<file path="src/rtl/multicycle_controller_pkg.sv">
// Shared encodings for the multicycle RV32I controller: FSM states, opcodes
// and the datapath mux/ALU select codes.
package multicycle_pkg;

    typedef enum logic [3:0] {
        S_FETCH    = 4'd0,
        S_DECODE   = 4'd1,
        S_MEMADR   = 4'd2,
        S_MEMREAD  = 4'd3,
        S_MEMWB    = 4'd4,
        S_MEMWRITE = 4'd5,
        S_EXECUTER = 4'd6,
        S_EXECUTEI = 4'd7,
        S_ALUWB    = 4'd8,
        S_BEQ      = 4'd9,
        S_JAL      = 4'd10
    } state_t;

    localparam logic [6:0] OP_LW  = 7'b0000011;
    localparam logic [6:0] OP_SW  = 7'b0100011;
    localparam logic [6:0] OP_R   = 7'b0110011;
    localparam logic [6:0] OP_I   = 7'b0010011;
    localparam logic [6:0] OP_BEQ = 7'b1100011;
    localparam logic [6:0] OP_JAL = 7'b1101111;

    typedef enum logic [1:0] {
        ALUOP_ADD   = 2'b00,
        ALUOP_SUB   = 2'b01,
        ALUOP_FUNCT = 2'b10
    } aluop_t;

    typedef enum logic [2:0] {
        ALU_ADD = 3'b000,
        ALU_SUB = 3'b001,
        ALU_AND = 3'b010,
        ALU_OR  = 3'b011,
        ALU_SLT = 3'b101
    } aluctl_t;

    localparam logic [1:0] IMM_I = 2'b00;
    localparam logic [1:0] IMM_S = 2'b01;
    localparam logic [1:0] IMM_B = 2'b10;
    localparam logic [1:0] IMM_J = 2'b11;

    localparam logic [1:0] RES_ALUOUT    = 2'b00;
    localparam logic [1:0] RES_DATA      = 2'b01;
    localparam logic [1:0] RES_ALURESULT = 2'b10;

    localparam logic [1:0] SRCA_PC    = 2'b00;
    localparam logic [1:0] SRCA_OLDPC = 2'b01;
    localparam logic [1:0] SRCA_RD1   = 2'b10;

    localparam logic [1:0] SRCB_RD2  = 2'b00;
    localparam logic [1:0] SRCB_IMM  = 2'b01;
    localparam logic [1:0] SRCB_FOUR = 2'b10;

    function automatic logic op_supported(input logic [6:0] op);
        return (op == OP_LW) || (op == OP_SW) || (op == OP_R) ||
               (op == OP_I)  || (op == OP_BEQ) || (op == OP_JAL);
    endfunction

endpackage

</file>
<file path="src/rtl/multicycle_controller_if.sv">
// Instruction-field inputs and datapath control outputs between the
// multicycle datapath (master) and its controller (slave).
interface multicycle_controller_if;
    logic [6:0] op;
    logic [2:0] funct3;
    logic       funct7b5;
    logic       Zero;
    logic       PCWrite;
    logic       AdrSrc;
    logic       MemWrite;
    logic       IRWrite;
    logic [1:0] ResultSrc;
    logic [1:0] ALUSrcA;
    logic [1:0] ALUSrcB;
    logic [1:0] ImmSrc;
    logic [2:0] ALUControl;
    logic       RegWrite;
    logic       Illegal;

    modport master (
        output op, funct3, funct7b5, Zero,
        input  PCWrite, AdrSrc, MemWrite, IRWrite, ResultSrc, ALUSrcA, ALUSrcB,
               ImmSrc, ALUControl, RegWrite, Illegal
    );

    modport slave (
        input  op, funct3, funct7b5, Zero,
        output PCWrite, AdrSrc, MemWrite, IRWrite, ResultSrc, ALUSrcA, ALUSrcB,
               ImmSrc, ALUControl, RegWrite, Illegal
    );
endinterface

</file>
<file path="src/rtl/multicycle_controller_alu_decoder.sv">
// ALU operation select from the main decoder's ALUOp and instruction funct fields.
module alu_decoder
    import multicycle_pkg::*;
(
    input  aluop_t     aluop,
    input  logic [2:0] funct3,
    input  logic       funct7b5,
    input  logic       op5,
    output aluctl_t    alucontrol
);

    always_comb begin
        alucontrol = ALU_ADD;
        case (aluop)
            ALUOP_ADD: alucontrol = ALU_ADD;
            ALUOP_SUB: alucontrol = ALU_SUB;
            ALUOP_FUNCT: begin
                case (funct3)
                    // funct7b5 only means sub for R-type; addi reuses that bit as immediate
                    3'b000:  alucontrol = (funct7b5 & op5) ? ALU_SUB : ALU_ADD;
                    3'b010:  alucontrol = ALU_SLT;
                    3'b110:  alucontrol = ALU_OR;
                    3'b111:  alucontrol = ALU_AND;
                    default: alucontrol = ALU_ADD;
                endcase
            end
            default: alucontrol = ALU_ADD;
        endcase
    end

endmodule

</file>
<file path="src/rtl/multicycle_controller.sv">
// Multicycle RV32I control unit: 11-state Moore FSM sequencing the shared
// memory/ALU datapath, plus immediate-format and ALU-operation decode.
module multicycle_controller
    import multicycle_pkg::*;
(
    input  logic                    clk,
    input  logic                    reset,
    multicycle_controller_if.slave  ctl
);

    state_t  state;
    aluop_t  aluop;
    aluctl_t alucontrol;
    logic    pcupdate;
    logic    branch;

    always_ff @(posedge clk or posedge reset) begin
        if (reset) begin
            state <= S_FETCH;
        end else begin
            case (state)
                S_FETCH: state <= S_DECODE;
                S_DECODE: begin
                    case (ctl.op)
                        OP_LW, OP_SW: state <= S_MEMADR;
                        OP_R:         state <= S_EXECUTER;
                        OP_I:         state <= S_EXECUTEI;
                        OP_BEQ:       state <= S_BEQ;
                        OP_JAL:       state <= S_JAL;
                        default:      state <= S_FETCH;
                    endcase
                end
                S_MEMADR:   state <= ctl.op[5] ? S_MEMWRITE : S_MEMREAD;
                S_MEMREAD:  state <= S_MEMWB;
                S_EXECUTER: state <= S_ALUWB;
                S_EXECUTEI: state <= S_ALUWB;
                S_JAL:      state <= S_ALUWB;
                default:    state <= S_FETCH;
            endcase
        end
    end

    always_comb begin
        pcupdate      = 1'b0;
        branch        = 1'b0;
        aluop         = ALUOP_ADD;
        ctl.AdrSrc    = 1'b0;
        ctl.MemWrite  = 1'b0;
        ctl.IRWrite   = 1'b0;
        ctl.RegWrite  = 1'b0;
        ctl.Illegal   = 1'b0;
        ctl.ResultSrc = RES_ALUOUT;
        ctl.ALUSrcA   = SRCA_PC;
        ctl.ALUSrcB   = SRCB_RD2;
        case (state)
            S_FETCH: begin
                ctl.IRWrite   = 1'b1;
                ctl.ALUSrcB   = SRCB_FOUR;
                ctl.ResultSrc = RES_ALURESULT;
                pcupdate      = 1'b1;
            end
            S_DECODE: begin
                // Branch target is precomputed here so BEQ can redirect straight from ALUOut
                ctl.ALUSrcA = SRCA_OLDPC;
                ctl.ALUSrcB = SRCB_IMM;
                ctl.Illegal = !op_supported(ctl.op);
            end
            S_MEMADR: begin
                ctl.ALUSrcA = SRCA_RD1;
                ctl.ALUSrcB = SRCB_IMM;
            end
            S_MEMREAD: ctl.AdrSrc = 1'b1;
            S_MEMWB: begin
                ctl.ResultSrc = RES_DATA;
                ctl.RegWrite  = 1'b1;
            end
            S_MEMWRITE: begin
                ctl.AdrSrc   = 1'b1;
                ctl.MemWrite = 1'b1;
            end
            S_EXECUTER: begin
                ctl.ALUSrcA = SRCA_RD1;
                aluop       = ALUOP_FUNCT;
            end
            S_EXECUTEI: begin
                ctl.ALUSrcA = SRCA_RD1;
                ctl.ALUSrcB = SRCB_IMM;
                aluop       = ALUOP_FUNCT;
            end
            S_ALUWB: ctl.RegWrite = 1'b1;
            S_BEQ: begin
                ctl.ALUSrcA = SRCA_RD1;
                aluop       = ALUOP_SUB;
                branch      = 1'b1;
            end
            S_JAL: begin
                ctl.ALUSrcA = SRCA_OLDPC;
                ctl.ALUSrcB = SRCB_FOUR;
                pcupdate    = 1'b1;
            end
            default: ;
        endcase
    end

    assign ctl.PCWrite = pcupdate | (branch & ctl.Zero);

    always_comb begin
        case (ctl.op)
            OP_SW:   ctl.ImmSrc = IMM_S;
            OP_BEQ:  ctl.ImmSrc = IMM_B;
            OP_JAL:  ctl.ImmSrc = IMM_J;
            default: ctl.ImmSrc = IMM_I;
        endcase
    end

    alu_decoder u_alu_decoder (
        .aluop      (aluop),
        .funct3     (ctl.funct3),
        .funct7b5   (ctl.funct7b5),
        .op5        (ctl.op[5]),
        .alucontrol (alucontrol)
    );

    assign ctl.ALUControl = alucontrol;

endmodule

</file>
<file path="src/flat_wrapper.sv">
// flat-port wrapper written by rule: the top's interface ports become plain ports
module multicycle_controller_flat import multicycle_pkg::*;
  (clk, reset, ctl_op, ctl_funct3, ctl_funct7b5, ctl_Zero, ctl_PCWrite, ctl_AdrSrc, ctl_MemWrite, ctl_IRWrite, ctl_ResultSrc, ctl_ALUSrcA, ctl_ALUSrcB, ctl_ImmSrc, ctl_ALUControl, ctl_RegWrite, ctl_Illegal);
  multicycle_controller_if ctl_i ();
  input  logic clk;
  input  logic reset;
  input wire logic [$bits(ctl_i.op)-1:0] ctl_op;
  input wire logic [$bits(ctl_i.funct3)-1:0] ctl_funct3;
  input wire logic [$bits(ctl_i.funct7b5)-1:0] ctl_funct7b5;
  input wire logic [$bits(ctl_i.Zero)-1:0] ctl_Zero;
  output wire logic [$bits(ctl_i.PCWrite)-1:0] ctl_PCWrite;
  output wire logic [$bits(ctl_i.AdrSrc)-1:0] ctl_AdrSrc;
  output wire logic [$bits(ctl_i.MemWrite)-1:0] ctl_MemWrite;
  output wire logic [$bits(ctl_i.IRWrite)-1:0] ctl_IRWrite;
  output wire logic [$bits(ctl_i.ResultSrc)-1:0] ctl_ResultSrc;
  output wire logic [$bits(ctl_i.ALUSrcA)-1:0] ctl_ALUSrcA;
  output wire logic [$bits(ctl_i.ALUSrcB)-1:0] ctl_ALUSrcB;
  output wire logic [$bits(ctl_i.ImmSrc)-1:0] ctl_ImmSrc;
  output wire logic [$bits(ctl_i.ALUControl)-1:0] ctl_ALUControl;
  output wire logic [$bits(ctl_i.RegWrite)-1:0] ctl_RegWrite;
  output wire logic [$bits(ctl_i.Illegal)-1:0] ctl_Illegal;
  assign ctl_i.op = ctl_op;
  assign ctl_i.funct3 = ctl_funct3;
  assign ctl_i.funct7b5 = ctl_funct7b5;
  assign ctl_i.Zero = ctl_Zero;
  assign ctl_PCWrite = ctl_i.PCWrite;
  assign ctl_AdrSrc = ctl_i.AdrSrc;
  assign ctl_MemWrite = ctl_i.MemWrite;
  assign ctl_IRWrite = ctl_i.IRWrite;
  assign ctl_ResultSrc = ctl_i.ResultSrc;
  assign ctl_ALUSrcA = ctl_i.ALUSrcA;
  assign ctl_ALUSrcB = ctl_i.ALUSrcB;
  assign ctl_ImmSrc = ctl_i.ImmSrc;
  assign ctl_ALUControl = ctl_i.ALUControl;
  assign ctl_RegWrite = ctl_i.RegWrite;
  assign ctl_Illegal = ctl_i.Illegal;
  multicycle_controller u_core (.clk(clk), .reset(reset), .ctl(ctl_i));
endmodule
</file>
<file path="config.mk">
export PLATFORM = sky130hd
export DESIGN_NAME = multicycle_controller_flat
export DESIGN_NICKNAME = d
export VERILOG_FILES = /design/src/rtl/multicycle_controller_pkg.sv /design/src/rtl/multicycle_controller_if.sv /design/src/rtl/multicycle_controller_alu_decoder.sv /design/src/rtl/multicycle_controller.sv /design/src/flat_wrapper.sv
export SDC_FILE = /design/constraint.sdc
export NUM_CORES = 1
export LEC_CHECK = 0
export BUFFER_PORTS_ARGS = -buffer_cell sky130_fd_sc_hd__buf_2
export CAP_MARGIN = 20
export CORE_AREA = 4 4 41 43
export CTS_BUF_LIST = sky130_fd_sc_hd__clkbuf_8
export CTS_CLUSTER_SIZE = 16
export DETAILED_ROUTE_END_ITERATION = 10
export DIE_AREA = 0 0 45 47
export PLACE_DENSITY = 0.85
export SLEW_MARGIN = 20
export SYNTH_ARGS = -nofsm -noshare
export SYNTH_HDL_FRONTEND = slang
export SYNTH_SLANG_ARGS = --single-unit
</file>
<file path="constraint.sdc">
create_clock -name clk -period 1.75 [get_ports clk]
set_input_delay 0.35 -clock clk [delete_from_list [all_inputs] [get_ports clk]]
set_output_delay 0.35 -clock clk [all_outputs]
set_load 0.01 [all_outputs]
</file>
==> impl_metrics.toml <==
[cts]
cts_buffer_depth = 2
cts_buffers = 3
cts_root_buf = "clkbuf_8"
clkSlewWorstSetupHoldPaths_ns = 0.03
hold_buffers = 0
clock_sinks = 4
clk-insertion-delay-late_ns = 0.21
h-tree-depth = 1
tritoncts = "done"

[worst_setup_path]
r2r_slack_ns = 0.37
endpoint_kind = "output port"
cp.required_ns = 1.40
r2r-end = "u_core.state[3]"
reg2regPathDepth = 6
r2r-start = "u_core.state[3]"
arrival_ns = 1.51
path_class = "register to output port"
crit_start = "u_core.state[2]"
cp-start-kind = "register"
cp_max_fo = 2
crit_path_end = "ctl_ALUControl[2]"

[floorplan]
coreArea_sq_mm = 0.00130
placementRows = 13
die_w_um = 45
die_area_sq_mm = 0.00212
initial_core_util = 0.422
die_h_um = 47
num_io_pins = 31

[yosys]
syn-num-nets = 94
syn-cell-area_sq_um = 549
synth_area_leaders = "dfrtp_1, nand2b_1, nand2_1"
synth_edf_count = 0
ys_async_sr_fraction = 1.00
yosysUniqueCellTypes = 35
synth_top_area_cell = "dfrtp_1"
synthCells = 78
avgSynthCellArea_sq_um = 7.04
ys_ff_latch = 4
synth_warnings = 0
ys_seq_area_frac = 0.182
ys_dominant_reg_cell = "dfrtp_1"
yosysTopAreaCellShare = 0.182

[power_and_ir_drop]
switching_share = 0.407
pwr-share-comb = 0.650
power_leakage_nw = 0.479
cellPowerDensity_mw_per_mm2 = 909
clkPwrFrac = 0.208
switchingPower_w = 0.000371
power.total_w = 0.000912
power_frac_seq = 0.142
irDropWorstVdd_uv = 782
p_int_w = 0.000541

[placed_design]
dp_hpwl_mm = 1.27
placed_cells = 126
io_buffers = 30
gp_congestion = 0.838

[flow_run]
cap_violations = 0

[layout]
ff_latch_area_sq_um = 101
largest_reg_flops = 4
drive_gt1_frac = 0.577
reg_top3 = "u_core.state: 4 flops"
diodes = 0
nFillCells = 89
regMostFlops = "u_core.state"
multi_input_area_sq_um = 519
instances_no_fill = 138
area_delta_synth_final_pct = 82.7
nets = 141

[sta]
setup_viol = 8
worst_clock_skew_ns = 0.00501
finalHoldViolCount = 0
slew-limit-headroom = 0.823
worst_slack_ns = -0.109
final_max_slew_viol_count = 0
rsz0062_at_grt = "true"
worst_pin_slew_ns = 0.263
layout_min_cycle_time_ns = 1.86
post-route-period-util = 1.06
clock.fmax_mhz = 538

[routing]
wl_per_cell_um = 16.0
routed_wl_mm = 2.20
first_iter_violations = 9
num_vias = 770
drc_errors = 0
first_pass_iters = 4
via_per_inst = 5.58
postRouteAntennaNets = 0

[grt]
grt_pass1_vias = 722
grt_pass1_wl_mm = 2.91
grt_usage = 0.186
antenna_found_initial = 0
grt_overflow = 0
grt_max_degree = 12

[min_path]
worstHoldPathType = "input port to asynchronous set/reset pin"

[run_status]
violations = "setup timing"
status = "finished with violations"
==> metrics by stage <==
step	utilization	hold slack [ns]	setup TNS (ns)	cell area (sq um)	setup WS [ns]
after floorplan	-	0.116	0	558	0.0405
final	0.771	0.0118	-0.492	1000	-0.109
after global placement	0.580	0.228	0	754	0.0301
after global routing	0.771	0.0273	-1.14	1000	-0.165
after CTS	0.731	0.00301	-0.271	951	-0.0822
after detailed placement	0.580	0.229	-0.0606	754	-0.0468
==> Yosys cell counts, types with 2 or more instances <==
library cell,number
a21oi_1,3
a31oi_1,2
buf_2,2
buf_4,3
dfrtp_1,4
ha_1,2
inv_1,6
nand2_1,8
nand2b_1,5
nand3_1,3
nor2_1,8
nor2b_1,2
nor3_1,4
nor4_1,3
o21ai_0,2
o22ai_1,2
==> how the worst min path moves through the flow <==
stage | endpoint | depth (start not counted)
final | u_core.state[2] | 2
after global routing | u_core.state[2] | 2
after CTS | u_core.state[0] | 2
after detailed placement | u_core.state[2] | 2
after global placement | u_core.state[2] | 2
after floorplan | u_core.state[0] | 1
==> critical path: stages (launching register included) <==
cell	delay (ns)
dfrtp_1	0.39
nand2b_4	0.17
nor2_4	0.12
buf_4	0.14
ha_4	0.20
nor4_2	0.11
buf_2	0.16
==> cells by family (layout without fill, tap and decap cells) <==
kind of cell               after synthesis  in the layout  synth area share
adders and majority gates                2              2            0.0456
xor gates and xnor gates                 2              2            0.0319
buffers and inverters                   11             56             0.100
AOI/OAI and AO/OA                       18             18             0.216
DFF                                      4              4             0.182
and+or+nand+nor                         41             41             0.424
==> final cells by class <==
| type | instances | area share |
|---|---|---|
| inverter | 6 | 0.0224 |
| multi-input combinational | 63 | 0.517 |
| sequential | 4 | 0.101 |
| timing repair buffer | 47 | 0.299 |
| clock buffer | 3 | 0.0411 |
| tap | 15 | 0.0187 |
==> routing by layer <==
metal / vias up / routed length [um] / track usage
li1: 369 / - / -
met1: 364 / 802 / 0.172
met2: 35 / 1230 / 0.387
met3: 2 / 150 / 0.0383
met4: 0 / 23 / 0.0760
met5: - / 0 / 0
==> layout by cell type, fill, tap and decap left out, drive strengths merged, types with 2 or more instances in the layout <==
cell,instances
dfrtp,4
nand2,8
nand2b,6
o22ai,2
a31oi,2
a21oi,3
nor2b,2
ha,2
clkbuf,3
buf,47
o21ai,3
nor2,8
inv,6
nor3,5
nor4,4
nand3,3
==> power by group through the flow <==
stage | clock (W) | combinational, W | sequential [W]
after floorplan | 0 | 0.000296 | 0.000118
after global placement | 0 | 0.000452 | 0.000119
after detailed placement | 0 | 0.000464 | 0.000120
after CTS | 0.000195 | 0.000535 | 0.000125
after global routing | 0.000202 | 0.000637 | 0.000132
final | 0.000190 | 0.000593 | 0.000129
==> repair_timing <==
action / 4_1_cts / 5_1_grt
gates cloned: 0 / 0
pin swaps: 7 / 3
setup endpoints to repair: 5 / 14
setup buffers: 8 / 1
gates resized for setup: 19 / 10
(Power assumes the default switching activity.)
